## src/rtl/io_ef_defs.sv

```systemverilog
// Shared Empty/Full encoding used by the read-side I/O check blocks.
// Any block that reports per-port occupancy includes this file.
`ifndef IO_EF_DEFS_SV
`define IO_EF_DEFS_SV

`define EMPTY 1'b0
`define FULL  1'b1

`endif

```

## src/rtl/io_read_port_buffer_pkg.sv

```systemverilog
// Common types and sizing helpers for the read-port buffer slice.
package io_read_port_buffer_pkg;

    // Per-cycle activity of one slot, encoded as {push, pop}.
    typedef enum logic [1:0] {
        OP_IDLE = 2'b00,
        OP_POP  = 2'b01,
        OP_PUSH = 2'b10,
        OP_BOTH = 2'b11
    } slot_op_t;

    // Pointer width for a power-of-two depth; pointers wrap naturally.
    function automatic int ptr_width(input int depth);
        return $clog2(depth);
    endfunction

    // Occupancy counter must represent 0..depth inclusive.
    function automatic int cnt_width(input int depth);
        return $clog2(depth + 1);
    endfunction

endpackage

```

## src/rtl/io_read_port_slot.sv

```systemverilog
// One read port: a small FIFO with an occupancy counter and a sticky
// underflow flag. The head word is read straight out of the array so it
// is visible the cycle after it was written.
`ifndef IO_EF_DEFS_SV
`include "io_ef_defs.sv"
`endif

module io_read_port_slot
    import io_read_port_buffer_pkg::*;
#(
    parameter int WORD_WIDTH = 36,
    parameter int DEPTH      = 2
) (
    input  logic                  clock,
    input  logic                  reset_n,
    input  logic [WORD_WIDTH-1:0] in_data,
    input  logic                  in_valid,
    output logic                  in_ready,
    input  logic                  rden,
    output logic [WORD_WIDTH-1:0] read_data,
    output logic                  port_ef,
    output logic                  underflow
);

    localparam int PTR_W = ptr_width(DEPTH);
    localparam int CNT_W = cnt_width(DEPTH);

    logic [WORD_WIDTH-1:0] mem [DEPTH];
    logic [PTR_W-1:0]      wr_ptr_reg, wr_ptr_next;
    logic [PTR_W-1:0]      rd_ptr_reg, rd_ptr_next;
    logic [CNT_W-1:0]      count_reg, count_next;
    logic                  underflow_reg, underflow_next;
    logic                  push;
    logic                  pop;
    slot_op_t              op;

    // Handshake and status depend only on registered occupancy.
    assign in_ready  = (count_reg != CNT_W'(DEPTH));
    assign port_ef   = (count_reg != '0) ? `FULL : `EMPTY;
    assign read_data = mem[rd_ptr_reg];
    assign underflow = underflow_reg;

    // A pop on an empty slot is dropped, even when a push lands that cycle.
    assign push = in_valid && in_ready;
    assign pop  = rden && (count_reg != '0);
    assign op   = slot_op_t'({push, pop});

    // Next-state for pointers, occupancy and the sticky underflow bit.
    always_comb begin
        wr_ptr_next    = wr_ptr_reg;
        rd_ptr_next    = rd_ptr_reg;
        count_next     = count_reg;
        underflow_next = underflow_reg | (rden && (count_reg == '0));
        case (op)
            OP_PUSH: begin
                wr_ptr_next = wr_ptr_reg + PTR_W'(1);
                count_next  = count_reg + CNT_W'(1);
            end
            OP_POP: begin
                rd_ptr_next = rd_ptr_reg + PTR_W'(1);
                count_next  = count_reg - CNT_W'(1);
            end
            OP_BOTH: begin
                wr_ptr_next = wr_ptr_reg + PTR_W'(1);
                rd_ptr_next = rd_ptr_reg + PTR_W'(1);
            end
            default: ;
        endcase
    end

    // Control state register; reset empties the slot at once.
    always_ff @(posedge clock or negedge reset_n) begin
        if (!reset_n) begin
            wr_ptr_reg    <= '0;
            rd_ptr_reg    <= '0;
            count_reg     <= '0;
            underflow_reg <= 1'b0;
        end else begin
            wr_ptr_reg    <= wr_ptr_next;
            rd_ptr_reg    <= rd_ptr_next;
            count_reg     <= count_next;
            underflow_reg <= underflow_next;
        end
    end

    // Word storage; contents are meaningless until written, so no reset.
    always_ff @(posedge clock) begin
        if (push) begin
            mem[wr_ptr_reg] <= in_data;
        end
    end

endmodule

```

## src/rtl/io_read_port_buffer.sv

```systemverilog
// Bank of independent read-port buffers; this level only slices the
// flat producer/consumer buses into per-port slots.
module io_read_port_buffer
    import io_read_port_buffer_pkg::*;
#(
    parameter int WORD_WIDTH = 36,
    parameter int PORT_COUNT = 4,
    parameter int DEPTH      = 2
) (
    input  logic                             clock,
    input  logic                             reset_n,
    input  logic [PORT_COUNT*WORD_WIDTH-1:0] in_data,
    input  logic [PORT_COUNT-1:0]            in_valid,
    output logic [PORT_COUNT-1:0]            in_ready,
    input  logic [PORT_COUNT-1:0]            rden,
    output logic [PORT_COUNT*WORD_WIDTH-1:0] read_data,
    output logic [PORT_COUNT-1:0]            port_EF,
    output logic [PORT_COUNT-1:0]            underflow
);

    genvar gi;
    generate
        for (gi = 0; gi < PORT_COUNT; gi++) begin : g_slot
            io_read_port_slot #(
                .WORD_WIDTH (WORD_WIDTH),
                .DEPTH      (DEPTH)
            ) u_slot (
                .clock     (clock),
                .reset_n   (reset_n),
                .in_data   (in_data[gi*WORD_WIDTH +: WORD_WIDTH]),
                .in_valid  (in_valid[gi]),
                .in_ready  (in_ready[gi]),
                .rden      (rden[gi]),
                .read_data (read_data[gi*WORD_WIDTH +: WORD_WIDTH]),
                .port_ef   (port_EF[gi]),
                .underflow (underflow[gi])
            );
        end
    endgenerate

endmodule

```

## config.mk

```make
export PLATFORM = sky130hd
export DESIGN_NAME = io_read_port_buffer
export DESIGN_NICKNAME = d
export VERILOG_FILES = /design/src/rtl/io_read_port_buffer_pkg.sv /design/src/rtl/io_read_port_slot.sv /design/src/rtl/io_read_port_buffer.sv
export VERILOG_INCLUDE_DIRS = /design/src /design/src/rtl
export SDC_FILE = /design/constraint.sdc
export NUM_CORES = 1
export LEC_CHECK = 0
export ABC_AREA = 1
export CAP_MARGIN = 20
export CORE_MARGIN = 2
export CORE_UTILIZATION = 40
export DETAILED_ROUTE_END_ITERATION = 16
export HOLD_SLACK_MARGIN = 0.06
export PLACE_DENSITY = 0.68
export SKIP_CTS_REPAIR_TIMING = 1
export SLEW_MARGIN = 20
export SYNTH_ARGS = -nofsm -noshare
export SYNTH_HDL_FRONTEND = slang
export SYNTH_HIERARCHICAL = 1
export SYNTH_SLANG_ARGS = --single-unit
```

## constraint.sdc

```tcl
create_clock -name clock -period 4.2 [get_ports clock]
set_input_delay 0.84 -clock clock [delete_from_list [all_inputs] [get_ports clock]]
set_output_delay 0.84 -clock clock [all_outputs]
set_load 0.01 [all_outputs]
```

==> flow_metrics.py <==
metrics = {
    "run_status": {
        "status": "finished clean",
    },
    "floorplan": {
        "coreArea_um2": 28800,
        "die_x_um": 175,
        "dieArea_um2": 30600,
        "top_level_ports": 310,
        "die_h_um": 175,
        "rows": 62,
        "start_util_pct": 40.7,
    },
    "logic_synthesis": {
        "synth_top_family_by_area": "simple AND/OR/NAND/NOR gates",
        "ys_seq_area_share_pct": 78.2,
        "synth.most_common_cell": "nand2_1",
        "netlist_instances": 884,
        "yosysWarnings": 6,
        "synth-seq-cells": 308,
        "muxShareOfSynthArea_pct": 0,
        "syn_area_per_cell_um2": 13.2,
        "yosysTopAreaCell": "edfxtp_1",
        "synth-compound-area-share_pct": 0.299,
        "synth_async_sr_flop_share_pct": 6.49,
        "synth_edf_count": 288,
        "synth_adder_area_share_pct": 1.28,
        "ys_types": 15,
        "synth_top_area_share_pct": 73.9,
        "yosys-top-cells-count": "nand2_1 (460), edfxtp_1 (288), inv_1 (28)",
        "synth-simple-area-share_pct": 15.9,
        "synth_xor_area_share_pct": 0.898,
        "synth.area.top_cells": "edfxtp_1 (74%), nand2_1 (15%), dfrtp_1 (4.3%), buf_6 (1.5%), ha_1 (1.3%)",
        "syn_area_um2": 11700,
        "synth_ff_type": "edfxtp_1",
        "syn_nets": 1050,
    },
    "power_and_ir_drop": {
        "p_leak_nw": 6.36,
        "intPower_w": 0.00773,
        "seq_power_share_pct": 40.0,
        "peakVddDrop_uv": 330,
        "p_per_area_nw_per_um2": 701,
        "combinationalPowerShare_pct": 36.5,
        "clkPwrFrac_pct": 23.4,
        "swShare_pct": 31.8,
        "p_sw_w": 0.00360,
    },
    "setup_path": {
        "cp.required_ns": 3.36,
        "worstSetupStartpoint": "g_slot[0].u_slot/rd_ptr_reg$_DFFE_PN0P_",
        "cp.arrival_ns": 2.54,
        "crit_fanout": 22,
        "crit-reg2reg-launch": "g_slot[2].u_slot/count_reg[0]$_DFFE_PN0P_",
        "path_class": "flip-flop to primary output",
        "end_kind": "primary output",
        "setup.worst_path.start_class": "flip-flop",
    },
    "global_routing": {
        "grt_start_max_net_pins": 38,
        "grt.overflow.total": 0,
        "antenna_found_initial": 1,
        "grt_pass1_vias": 7529,
        "grtUsageTotal_pct": 15.8,
        "grt_pass1_wl_um": 38500,
    },
    "timing": {
        "finalCritPeriodShare_pct": 80.5,
        "tns_ns": 0,
        "slew_headroom_pct": 26.7,
        "final-setup-viol-count": 0,
        "finalHoldViolations": 0,
        "max_slew.worst_pin.slew_ns": 1.10,
        "drv_slew": 0,
        "skew_ns": 0.00703,
        "timing.fmax_mhz": 296,
        "fin_crit_ns": 3.38,
        "rsz0062_at_grt": "no",
    },
    "finish": {
        "drive_gt1_share_pct": 5.62,
        "utilization_pct": 56.2,
        "nFillCells": 2292,
        "largest_reg_flops": 288,
        "multi_input_area_um2": 2210,
        "regArea_um2": 9150,
        "syn2layout_area_growth_pct": 38.2,
        "instances_no_fill": 1613,
        "nets": 1373,
    },
    "route": {
        "via_per_inst": 4.55,
        "first_pass_iters": 6,
        "drt.antenna.violating_nets": 0,
        "drt_iter0_markers": 359,
        "drcViolationCount": 0,
        "dr_total_vias": 7341,
        "finalWirelength_um": 25000,
        "routedWlPerCell_um": 15.5,
    },
    "cts": {
        "clk_latency_ns": 0.54,
        "cts_inserted_buffers": 31,
        "clk_pin_slew_ns": 0.06,
        "cts_tree": "done",
        "clock_path_buffers": 3,
        "cts-root-buf": "clkbuf_16",
        "htreeDepth": 1,
        "cts_sinks": 308,
    },
    "min_path": {
        "hp-class": "flip-flop to flip-flop",
        "hp-start": "g_slot[2].u_slot/underflow$_DFF_PN0_",
    },
    "place": {
        "dp_hpwl_um": 16600,
        "io_buffers": 309,
        "routabilityCongestion": 0.755,
        "dp_cells": 1554,
    },
    "flow_run": {
        "maxCapViolations": 0,
    },
}
-- path summary, 6_finish.rpt --
path,slack [ns],depth (start not counted),endpoint
min in group asynchronous,0.66,2,g_slot[1].u_slot/count_reg[1]$_DFFE_PN0P_
min reg2reg,0.47,1,g_slot[2].u_slot/underflow$_DFF_PN0_
max,0.82,4,read_data[11]
max reg2reg,2.25,4,g_slot[2].u_slot/mem[1][24]$_DFFE_PP_
min,0.47,1,g_slot[2].u_slot/underflow$_DFF_PN0_
max in group asynchronous,3.30,2,g_slot[3].u_slot/rd_ptr_reg$_DFFE_PN0P_
-- final cells by class --
type,instances,area share [%]
inverters,32,0.866
diodes,1,0.0155
well taps,384,2.97
multi-input cells,516,13.6
repair buffers,318,19.9
flip-flops and latches,308,56.6
clock buffers,37,4.94
clock inverters,17,1.11
-- kinds of logic after synthesis --
family | Yosys count
and+or+nand+nor | 488
xor gates and xnor gates | 12
DFF | 308
AOI/OAI and AO/OA | 4
buffers and inverters | 60
adders and majority gates | 12
-- placed cells by master, fill, tap and decap left out --
cell | netlist | final
a31o_2 | 4 | 4
buf_12 | 0 | 3
buf_16 | 0 | 1
buf_4 | 12 | 5
bufinv_16 | 0 | 4
clkbuf_1 | 0 | 6
clkbuf_16 | 0 | 31
clkdlybuf4s50_1 | 0 | 309
clkinv_1 | 0 | 8
clkinv_2 | 0 | 4
clkinv_4 | 0 | 1
dfrtp_1 | 20 | 20
diode_2 | 0 | 1
edfxtp_1 | 288 | 288
ha_1 | 12 | 12
inv_1 | 28 | 28
inv_6 | 4 | 4
nand2_1 | 460 | 460
nand2_2 | 4 | 4
nand3_1 | 4 | 4
nand4_1 | 4 | 4
nor2_1 | 16 | 8
nor2_4 | 0 | 8
xnor2_1 | 4 | 4
xor2_1 | 8 | 8
-- power by group through the flow --
stage	Clock [W]	Combinational [W]	Sequential, W
finish	0.00265	0.00414	0.00454
global route	0.00285	0.00454	0.00462
CTS	0.00273	0.00416	0.00456
detailed placement	0	0.00414	0.00462
global placement	0	0.00409	0.00459
floorplan	0	0.00222	0.00443
-- metal layers --
layer  vias to the layer above  wire length [µm]  track usage (%)
li1                       3604                 -                -
met1                      3429             10200             19.5
met2                       260             12300             26.9
met3                        48              1890             4.24
met4                         0               617             5.17
met5                         -                 0                0
-- worst max-delay path, cell delays in order (launching register included) --
cell             delay, ns
dfrtp_1               0.92
buf_4                 0.35
nand2_1               0.08
nand2_1               0.11
clkdlybuf4s50_1       0.54
-- metrics by stage --
step	total power, W	setup slack (ns)	hold WS (ns)	cell area (µm²)
finish	0.0113	0.819	0.472	16200
global route	0.0120	0.670	0.489	16200
CTS	0.0115	0.759	0.480	16100
detailed placement	0.00876	1.35	0.461	15100
global placement	0.00869	1.37	0.453	15100
floorplan	0.00665	1.34	0.462	11700
Note: power is estimated with default switching activity, not from simulation.
